===== src/rtl/dht_multi_decoder.sv =====
// Multi-channel DHT11/DHT22 frame decoder.
// Verifies the 8-bit wrap-around checksum of each 40-bit frame. Converts the frame to tenths of
// %RH and signed tenths of degC, and keeps per-channel last-good values, saturating error
// counters and stale flags.
module dht_multi_decoder #(
  parameter int unsigned NCH          = 4,
  parameter int unsigned CHW          = 2,
  parameter int unsigned ERRW         = 8,
  parameter int unsigned STALE_CYCLES = 100000000
) (
  input  logic            clk,
  input  logic            rst,
  input  logic            in_valid,
  output logic            in_ready,
  input  logic [CHW-1:0]  in_ch,
  input  logic            in_mode,
  input  logic [39:0]     in_frame,
  output logic            out_valid,
  input  logic            out_ready,
  output logic [CHW-1:0]  out_ch,
  output logic            out_ok,
  output logic [15:0]     out_hum,
  output logic [15:0]     out_temp,
  output logic [ERRW-1:0] out_err_cnt,
  output logic [NCH-1:0]  stale
);

  localparam int unsigned     StaleW   = $clog2(STALE_CYCLES + 1);
  localparam logic [StaleW-1:0] StaleMax = StaleW'(STALE_CYCLES);
  localparam logic [ERRW-1:0] ErrMax   = '1;
  localparam logic [CHW:0]    NchLim   = (CHW + 1)'(NCH);

  typedef enum logic [1:0] {StIdle, StSum, StConv, StOut} state_t;

  state_t          state_q;
  logic [CHW-1:0]  ch_q;
  logic            mode_q;
  logic [39:0]     frame_q;
  logic            good_q;

  logic [15:0]       last_hum_q  [NCH];
  logic [15:0]       last_temp_q [NCH];
  logic [ERRW-1:0]   err_cnt_q   [NCH];
  logic [StaleW-1:0] stale_cnt_q [NCH];

  logic [7:0]      b0, b1, b2, b3, b4;
  logic [7:0]      sum;
  logic            ch_ok;
  logic [NCH-1:0]  ch_hit;
  logic [15:0]     sel_hum;
  logic [15:0]     sel_temp;
  logic [ERRW-1:0] sel_err;
  logic [ERRW-1:0] err_next;
  logic [7:0]      b1_clamp;
  logic [7:0]      b3_mag;
  logic [7:0]      b3_clamp;
  logic [15:0]     hum_conv;
  logic [15:0]     temp_mag;
  logic            temp_neg;
  logic [15:0]     temp_conv;
  logic [NCH-1:0]  stale_clr;

  // Split the captured frame and compute checksum and channel range.
  always_comb begin
    {b0, b1, b2, b3, b4} = frame_q;
    sum   = b0 + b1 + b2 + b3;
    ch_ok = {1'b0, ch_q} < NchLim;
  end

  // Decode the captured channel and mux out its stored state.
  always_comb begin
    ch_hit   = '0;
    sel_hum  = '0;
    sel_temp = '0;
    sel_err  = '0;
    for (int i = 0; i < NCH; i++) begin
      if (ch_q == CHW'(i)) begin
        ch_hit[i] = 1'b1;
        sel_hum   = last_hum_q[i];
        sel_temp  = last_temp_q[i];
        sel_err   = err_cnt_q[i];
      end
    end
    err_next = (sel_err == ErrMax) ? sel_err : sel_err + ERRW'(1);
  end

  // Convert DHT11 or DHT22 byte layout to tenths of %RH and signed tenths of degC.
  always_comb begin
    b1_clamp = (b1 > 8'd9) ? 8'd9 : b1;
    b3_mag   = {1'b0, b3[6:0]};
    b3_clamp = (b3_mag > 8'd9) ? 8'd9 : b3_mag;
    if (mode_q) begin
      hum_conv = {b0, b1};
      temp_mag = {1'b0, b2[6:0], b3};
      temp_neg = b2[7];
    end else begin
      hum_conv = ({8'h00, b0} * 16'd10) + {8'h00, b1_clamp};
      temp_mag = ({8'h00, b2} * 16'd10) + {8'h00, b3_clamp};
      temp_neg = b3[7];
    end
    temp_conv = temp_neg ? (16'd0 - temp_mag) : temp_mag;
  end

  // Frame FSM with registered handshake signals, result fields and per-channel state.
  always_ff @(posedge clk or posedge rst) begin
    if (rst) begin
      state_q     <= StIdle;
      ch_q        <= '0;
      mode_q      <= 1'b0;
      frame_q     <= '0;
      good_q      <= 1'b0;
      in_ready    <= 1'b1;
      out_valid   <= 1'b0;
      out_ch      <= '0;
      out_ok      <= 1'b0;
      out_hum     <= '0;
      out_temp    <= '0;
      out_err_cnt <= '0;
      for (int i = 0; i < NCH; i++) begin
        last_hum_q[i]  <= '0;
        last_temp_q[i] <= '0;
        err_cnt_q[i]   <= '0;
      end
    end else begin
      unique case (state_q)
        StIdle: begin
          if (in_valid) begin
            ch_q     <= in_ch;
            mode_q   <= in_mode;
            frame_q  <= in_frame;
            in_ready <= 1'b0;
            state_q  <= StSum;
          end
        end
        StSum: begin
          // An all-zero frame reads as a correct checksum but means the line is dead.
          good_q  <= (sum == b4) && (frame_q != 40'd0) && ch_ok;
          state_q <= StConv;
        end
        StConv: begin
          out_ch    <= ch_q;
          out_ok    <= good_q;
          out_valid <= 1'b1;
          state_q   <= StOut;
          if (good_q) begin
            out_hum     <= hum_conv;
            out_temp    <= temp_conv;
            out_err_cnt <= sel_err;
            for (int i = 0; i < NCH; i++) begin
              if (ch_hit[i]) begin
                last_hum_q[i]  <= hum_conv;
                last_temp_q[i] <= temp_conv;
              end
            end
          end else if (ch_ok) begin
            out_hum     <= sel_hum;
            out_temp    <= sel_temp;
            out_err_cnt <= err_next;
            for (int i = 0; i < NCH; i++) begin
              if (ch_hit[i]) begin
                err_cnt_q[i] <= err_next;
              end
            end
          end else begin
            // Out-of-range channel: report nothing and leave every channel untouched.
            out_hum     <= '0;
            out_temp    <= '0;
            out_err_cnt <= '0;
          end
        end
        StOut: begin
          if (out_ready) begin
            out_valid <= 1'b0;
            in_ready  <= 1'b1;
            state_q   <= StIdle;
          end
        end
        default: begin
          state_q <= StIdle;
        end
      endcase
    end
  end

  // A good frame clears its channel's stale timer on the same edge as the last-good update.
  always_comb begin
    for (int i = 0; i < NCH; i++) begin
      stale_clr[i] = (state_q == StConv) && good_q && ch_hit[i];
    end
  end

  // Free-running saturating stale timers; a clear wins over the increment.
  always_ff @(posedge clk or posedge rst) begin
    if (rst) begin
      for (int i = 0; i < NCH; i++) begin
        stale_cnt_q[i] <= StaleMax;
      end
    end else begin
      for (int i = 0; i < NCH; i++) begin
        if (stale_clr[i]) begin
          stale_cnt_q[i] <= '0;
        end else if (stale_cnt_q[i] != StaleMax) begin
          stale_cnt_q[i] <= stale_cnt_q[i] + StaleW'(1);
        end
      end
    end
  end

  // Stale flag is set while the timer sits at its saturation value.
  always_comb begin
    for (int i = 0; i < NCH; i++) begin
      stale[i] = (stale_cnt_q[i] == StaleMax);
    end
  end

endmodule


===== config.mk =====
export PLATFORM = sky130hd
export DESIGN_NAME = dht_multi_decoder
export DESIGN_NICKNAME = d
export VERILOG_FILES = /design/src/rtl/dht_multi_decoder.sv
export SDC_FILE = /design/constraint.sdc
export NUM_CORES = 1
export LEC_CHECK = 0
export ABC_AREA = 1
export CAP_MARGIN = 0
export CORE_UTILIZATION = 60
export DETAILED_ROUTE_END_ITERATION = 8
export GPL_TIMING_DRIVEN = 0
export MAX_ROUTING_LAYER = met4
export PLACE_DENSITY = 0.89
export SKIP_CTS_REPAIR_TIMING = 1
export SKIP_LAST_GASP = 1
export SLEW_MARGIN = 20
export SYNTH_ARGS = -nofsm -noshare
export SYNTH_HDL_FRONTEND = slang
export SYNTH_SLANG_ARGS = --single-unit

===== constraint.sdc =====
create_clock -name clk -period 31.5 [get_ports clk]
set_clock_uncertainty 0.15 [all_clocks]
set_input_delay 6.3 -clock clk [delete_from_list [all_inputs] [get_ports clk]]
set_output_delay 6.3 -clock clk [all_outputs]
set_load 0.05 [all_outputs]

==> flow_metrics.env, run 1 <==
export IMPL_synth_edf_count=0
export IMPL_required_ns=25.05
export IMPL_drive_gt1_share_pct=9.31
export IMPL_clock_sinks=359
export IMPL_vias=17798
export IMPL_yosysTopAreaCellShare_pct=40.3
export IMPL_clk_latency_ns=0.54
export IMPL_setup_violations_final=0
export IMPL_hold_path_class="reg -> reg"
export IMPL_finalNetCount=2607
export IMPL_grt_usage_pct=36.0
export IMPL_drc_errors=0
export IMPL_start_util_pct=61.1
export IMPL_antenna_found_initial=0
export IMPL_status="complete, no violations"
export IMPL_areaGrowthSynthToFinish_pct=15.1
export IMPL_crit_slowest_cell="clkdlybuf4s50_1"
export IMPL_period_share_pct=30.3
export IMPL_routed_via_density=6.10
export IMPL_p_per_area_nw_per_um2=117
export IMPL_clk_pin_slew_ns=0.06
export IMPL_dieArea_sq_um=32800
export IMPL_clockBufferDepth=3
export IMPL_overflow=0
export IMPL_cts_root_buf="clkbuf_16"
export IMPL_cts_buffers_inserted=38
export IMPL_cap_violations=0
export IMPL_portBuffers=95
export IMPL_slowest_delay_ns=0.94
export IMPL_dp_final_hpwl_um=38300
export IMPL_antenna_cells=0
export IMPL_yosys_area_top_type="dfrtp_1"
export IMPL_die_h_um=181
export IMPL_rsz0062_at_grt="false"
export IMPL_grt_pass1_vias=18018
export IMPL_ys_warn_count=0
export IMPL_final_common_cell="nand2_1"
export IMPL_async_flop_share_pct=100
export IMPL_cts_max_level=2
export IMPL_core_area_sq_um=31600
export IMPL_fin_area_sq_um=22200
export IMPL_fmax_mhz=105
export IMPL_final_util_pct=70.3
export IMPL_routedWlPerCell_um=19.0
export IMPL_num_io_pins=96
export IMPL_ys_seq_elements=359
export IMPL_maxSlewHeadroom_pct=30.2
export IMPL_drt_pass1_iterations=7
export IMPL_seq_area_frac_synth_pct=47.0
export IMPL_ys_flop_type="dfrtp_1"
export IMPL_drv_slew=0
export IMPL_fillers=2287
export IMPL_worst_ep_arrival_time_ns=3.08
export IMPL_num_rows=65
export IMPL_postRouteAntennaNets=0
export IMPL_hold_viol=0
export IMPL_worst_setup_path_type="reg -> out"
export IMPL_gp_congestion=0.942
export IMPL_grt_max_degree=110
export IMPL_synth_cell_types=67
export IMPL_syn_area_sq_um=19300
export IMPL_endpoint_kind="output pin"
export IMPL_mostFrequentLayoutCells="nand2_1, dfrtp_1, inv_1"
export IMPL_die_x_um=181
export IMPL_fin_crit_ns=9.53
export IMPL_startpoint_type="register"
export IMPL_cellLeakagePower_nw=10.2
export IMPL_syn_inst=2340
export IMPL_synth_area_leaders="dfrtp_1, nand2_1, dfstp_2, o21ai_0, inv_1"
export IMPL_path_cells="inv_1 -> nor4b_1 -> nand3_1 -> nor4_1 -> clkdlybuf4s50_1"
export IMPL_cts_tree="done"
export IMPL_wirelength_um=55500
export IMPL_syn_area_per_cell_sq_um=8.23
export IMPL_fin_setup_tns_ns=0
export IMPL_drt_iter0_markers=1996
export IMPL_worst_pin_slew_ns=1.04
export IMPL_critPathMaxFanout=6
export IMPL_placed_cell_area_sq_um=20800
export IMPL_max_vdd_ir_drop_mv=0.126
export IMPL_fin_hold_ws_ns=0.331
export IMPL_grt_pass1_wl_um=91100
## layer usage
metal / track usage, % / routed length (um)
met5: - / 0
met4: 18.8 / 2860
met3: 8.10 / 5230
met2: 57.4 / 26100
met1: 42.7 / 21300
## sequential cells by signal, summed over array words and instances, names as in the netlist
name and flops:
ch_q 2, err_cnt_q 32, frame_q 40, good_q 1
in_ready 1, last_hum_q 64, last_temp_q 64, mode_q 1
out_ch 2, out_err_cnt 8, out_hum 16, out_ok 1
out_temp 16, out_valid 1, stale_cnt_q 108, state_q 2
## power breakdown
| group | total, mW | leakage (nW) | internal, mW | switching (mW) |
|---|---|---|---|---|
| combinational | 1.39 | 5.36 | 0.481 | 0.911 |
| clock | 0.481 | 0.656 | 0.290 | 0.191 |
| sequential | 0.725 | 4.14 | 0.597 | 0.128 |
| total | 2.60 | 10.2 | 1.37 | 1.23 |
## final timing paths
| path | end | from | slack, ns | depth (start not counted) |
|---|---|---|---|---|
| worst max-delay path | stale[1] | stale_cnt_q[72] | 21.97 | 5 |
| max in group asynchronous | stale_cnt_q[59] | rst | 23.77 | 4 |
| worst min-delay path | stale_cnt_q[77] | stale_cnt_q[77] | 0.33 | 2 |
| worst max register to register | out_temp[9] | frame_q[19] | 27.52 | 19 |
| min in group asynchronous | out_temp[8] | rst | 6.09 | 2 |
| worst min register to register | stale_cnt_q[77] | stale_cnt_q[77] | 0.33 | 2 |
## area by class of cell
cell class	instances	area (sq um)	area share, %
sequential	359	9040	40.8
multi-input combinational	1651	8950	40.4
clock buffer	58	1170	5.28
timing repair buffer	98	1030	4.66
inverter	255	965	4.35
tap	402	503	2.27
buffer	81	339	1.53
clock inverter	12	169	0.762
## logic make-up after synthesis
logic type / synth area share (%)
and+or+nand+nor: 24.8
AOI/OAI and AO/OA: 13.0
DFF: 47.0
buffers and inverters: 6.73
adders and majority gates: 5.64
xor gates and xnor gates: 1.68
muxes: 1.17
other: 0.0195
## metrics by stage
stage / power, mW / worst slack [ns] / instances
floorplan: 1.68 / 15.17 / 2346
finish: 2.60 / 21.97 / 2916
global placement: 1.99 / 11.28 / 2843
detailed placement: 2.06 / 22.52 / 2846
CTS: 2.56 / 21.96 / 2916
global route: 2.78 / 21.65 / 2916
## cells in the mapped netlist, types with 5 or more instances
cell,n
a221oi_1,7
o21ai_1,19
inv_1,241
inv_2,10
nand2_2,8
nand3_1,112
nor3_1,40
xnor2_1,20
o21ai_0,186
a31oi_1,13
nor2_2,17
nor4_1,27
o211ai_1,8
buf_1,9
xor2_1,15
o221ai_1,20
a21oi_1,132
a22oi_1,10
nand3_2,13
buf_2,13
ha_1,58
fa_1,18
o21a_1,6
a22o_1,7
nand3b_1,5
dfstp_2,49
nand4_1,38
dfrtp_1,310
nor2_1,135
nand2_1,644
nor3_2,9
a211oi_1,5
mux2_2,20
o22ai_1,6
clkbuf_1,56
## critical path: cells and delay by family (launching register included)
kind | cells | cell delay, ns
buffers and inverters | 2 | 0.99
flip-flops | 1 | 0.59
AND/OR/NAND/NOR | 3 | 0.97
Power figures use the tool's default switching activity.
==> run 2, diff against run 1 <==
--- a/config.mk
+++ b/config.mk
@@ -7,11 +7,11 @@
 export LEC_CHECK = 0
 export ABC_AREA = 1
 export CAP_MARGIN = 0
-export CORE_UTILIZATION = 60
+export CORE_UTILIZATION = 55
 export DETAILED_ROUTE_END_ITERATION = 8
 export GPL_TIMING_DRIVEN = 0
 export MAX_ROUTING_LAYER = met4
-export PLACE_DENSITY = 0.89
+export PLACE_DENSITY = 0.86
 export SKIP_CTS_REPAIR_TIMING = 1
 export SKIP_LAST_GASP = 1
 export SLEW_MARGIN = 20
==> constraint.sdc (replaced) <==
create_clock -name clk -period 8.3 [get_ports clk]
set_clock_uncertainty 0.15 [all_clocks]
set_input_delay 1.66 -clock clk [delete_from_list [all_inputs] [get_ports clk]]
set_output_delay 1.66 -clock clk [all_outputs]
set_load 0.05 [all_outputs]
==> flow_metrics.env, run 2 (synthesized netlist as in run 1, its figures left out) <==
export IMPL_overflow=0
export IMPL_setup_violations_final=0
export IMPL_dieArea_sq_um=35800
export IMPL_portBuffers=95
export IMPL_top_regs="stale_cnt_q (108), last_hum_q (64), last_temp_q (64)"
export IMPL_routed_via_density=5.91
export IMPL_grt_max_degree=37
export IMPL_antenna_cells=0
export IMPL_finalWorstSetupSlack_ns=3.37
export IMPL_drc_errors=0
export IMPL_cts_buffers_inserted=39
export IMPL_wirelength_um=54300
export IMPL_maxSlewHeadroom_pct=27.8
export IMPL_endpoint_kind="output pin"
export IMPL_drt_pass1_iterations=6
export IMPL_max_vdd_ir_drop_mv=0.315
export IMPL_fin_crit_ns=4.93
export IMPL_die_x_um=189
export IMPL_clk_latency_ns=0.53
export IMPL_layout_cells_non_filler=2974
export IMPL_clockBufferDepth=3
export IMPL_die_h_um=189
export IMPL_placed_cell_area_sq_um=21000
export IMPL_routedWlPerCell_um=18.3
export IMPL_status="complete, no violations"
export IMPL_fmax_mhz=203
export IMPL_period_share_pct=59.4
export IMPL_num_io_pins=96
export IMPL_largest_register_ffs=108
export IMPL_startpoint_type="register"
export IMPL_cts_max_level=2
export IMPL_mostFrequentLayoutCells="nand2_1, dfrtp_1, inv_1"
export IMPL_dp_final_hpwl_um=39400
export IMPL_fillers=2712
export IMPL_dp_cells=2907
export IMPL_antenna_found_initial=0
export IMPL_core_area_sq_um=34500
export IMPL_cellLeakagePower_nw=10.2
export IMPL_gp_congestion=0.935
export IMPL_regMostFlops="stale_cnt_q"
export IMPL_cts_root_buf="clkbuf_16"
export IMPL_grt_pass1_wl_um=88200
export IMPL_required_ns=6.49
export IMPL_clock_sinks=359
export IMPL_worst_setup_path_type="reg -> out"
export IMPL_grt_pass1_vias=17339
export IMPL_grt_usage_pct=31.8
export IMPL_worst_ep_arrival_time_ns=3.12
export IMPL_final_common_cell="nand2_1"
export IMPL_drive_gt1_share_pct=9.61
export IMPL_start_util_pct=55.8
export IMPL_finalNetCount=2616
export IMPL_drt_iter0_markers=1798
export IMPL_critPathMaxFanout=6
export IMPL_cap_violations=0
export IMPL_areaGrowthSynthToFinish_pct=16.0
export IMPL_clk_pin_slew_ns=0.06
export IMPL_postRouteAntennaNets=0
export IMPL_cts_tree="done"
export IMPL_worst_pin_slew_ns=1.07
export IMPL_num_rows=68
export IMPL_rsz0062_at_grt="false"
export IMPL_hold_viol=0
export IMPL_drv_slew=0
export IMPL_hold_path_class="reg -> reg"
export IMPL_fin_area_sq_um=22300
export IMPL_preCtsSetupSlack_ns=3.96
export IMPL_vias=17581
export IMPL_p_per_area_nw_per_um2=435
## run 2: cell types whose count changed in the layout (fill, tap and decap cells not counted)
cell        before  now
bufinv_16        4    3
clkinvlp_4       1    3
clkbuf_8         8    9
clkinv_4         2    1
clkbuf_1        65   63
buf_12           0   10
buf_16           3    1
inv_8            1    0
clkinv_1         5    4
## run 2: final timing paths
path,from,endpoint,slack (ns),cells past startpoint
setup / recovery,stale_cnt_q[72],stale[1],3.37,5
hold reg to reg,out_ok,out_ok,0.33,2
max in group asynchronous,rst,stale_cnt_q[89],5.16,6
setup reg to reg,frame_q[19],out_temp[8],4.36,18
min in group asynchronous,rst,stale_cnt_q[37],1.43,2
hold / removal,out_ok,out_ok,0.33,2
## run 2: layout make-up
cell class,instances,area (sq um),area share [%]
plain buffers,81,339,1.52
clock buffers,57,1180,5.26
clock inverters,10,134,0.599
inverters,255,961,4.30
multi-input cells,1651,8950,40.0
flip-flops and latches,359,9040,40.5
well taps,455,569,2.55
repair buffers,106,1180,5.27
## run 2: critical path, cell delays in order, from the launching register on
cell	delay (ns)
dfstp_2	0.59
inv_1	0.05
nor4b_1	0.28
nand3_1	0.11
nor4_1	0.63
clkdlybuf4s50_1	0.94
## run 2: stage by stage
stage	power [mW]	TNS, ns	util, %	hold slack (ns)
floorplan	6.36	0	-	0.292
global placement	7.61	-152.99	60.2	0.304
detailed placement	7.82	0	60.9	0.315
CTS	9.64	0	64.7	0.331
global route	10.4	0	64.7	0.346
finish	9.73	0	64.7	0.329
## run 2: layer usage
layer / routed length, um / GRT usage (%) / up-vias
met2: 25600 / 50.5 / 902
met5: 0 / - / -
li1: - / - / 8044
met1: 21000 / 39.3 / 8444
met3: 4970 / 5.97 / 191
met4: 2710 / 15.6 / 0
## run 2: power breakdown
group	switching (mW)	total (mW)	internal (mW)
Sequential	0.484	2.75	2.27
Clock	0.698	1.77	1.07
Combinational	3.39	5.20	1.82
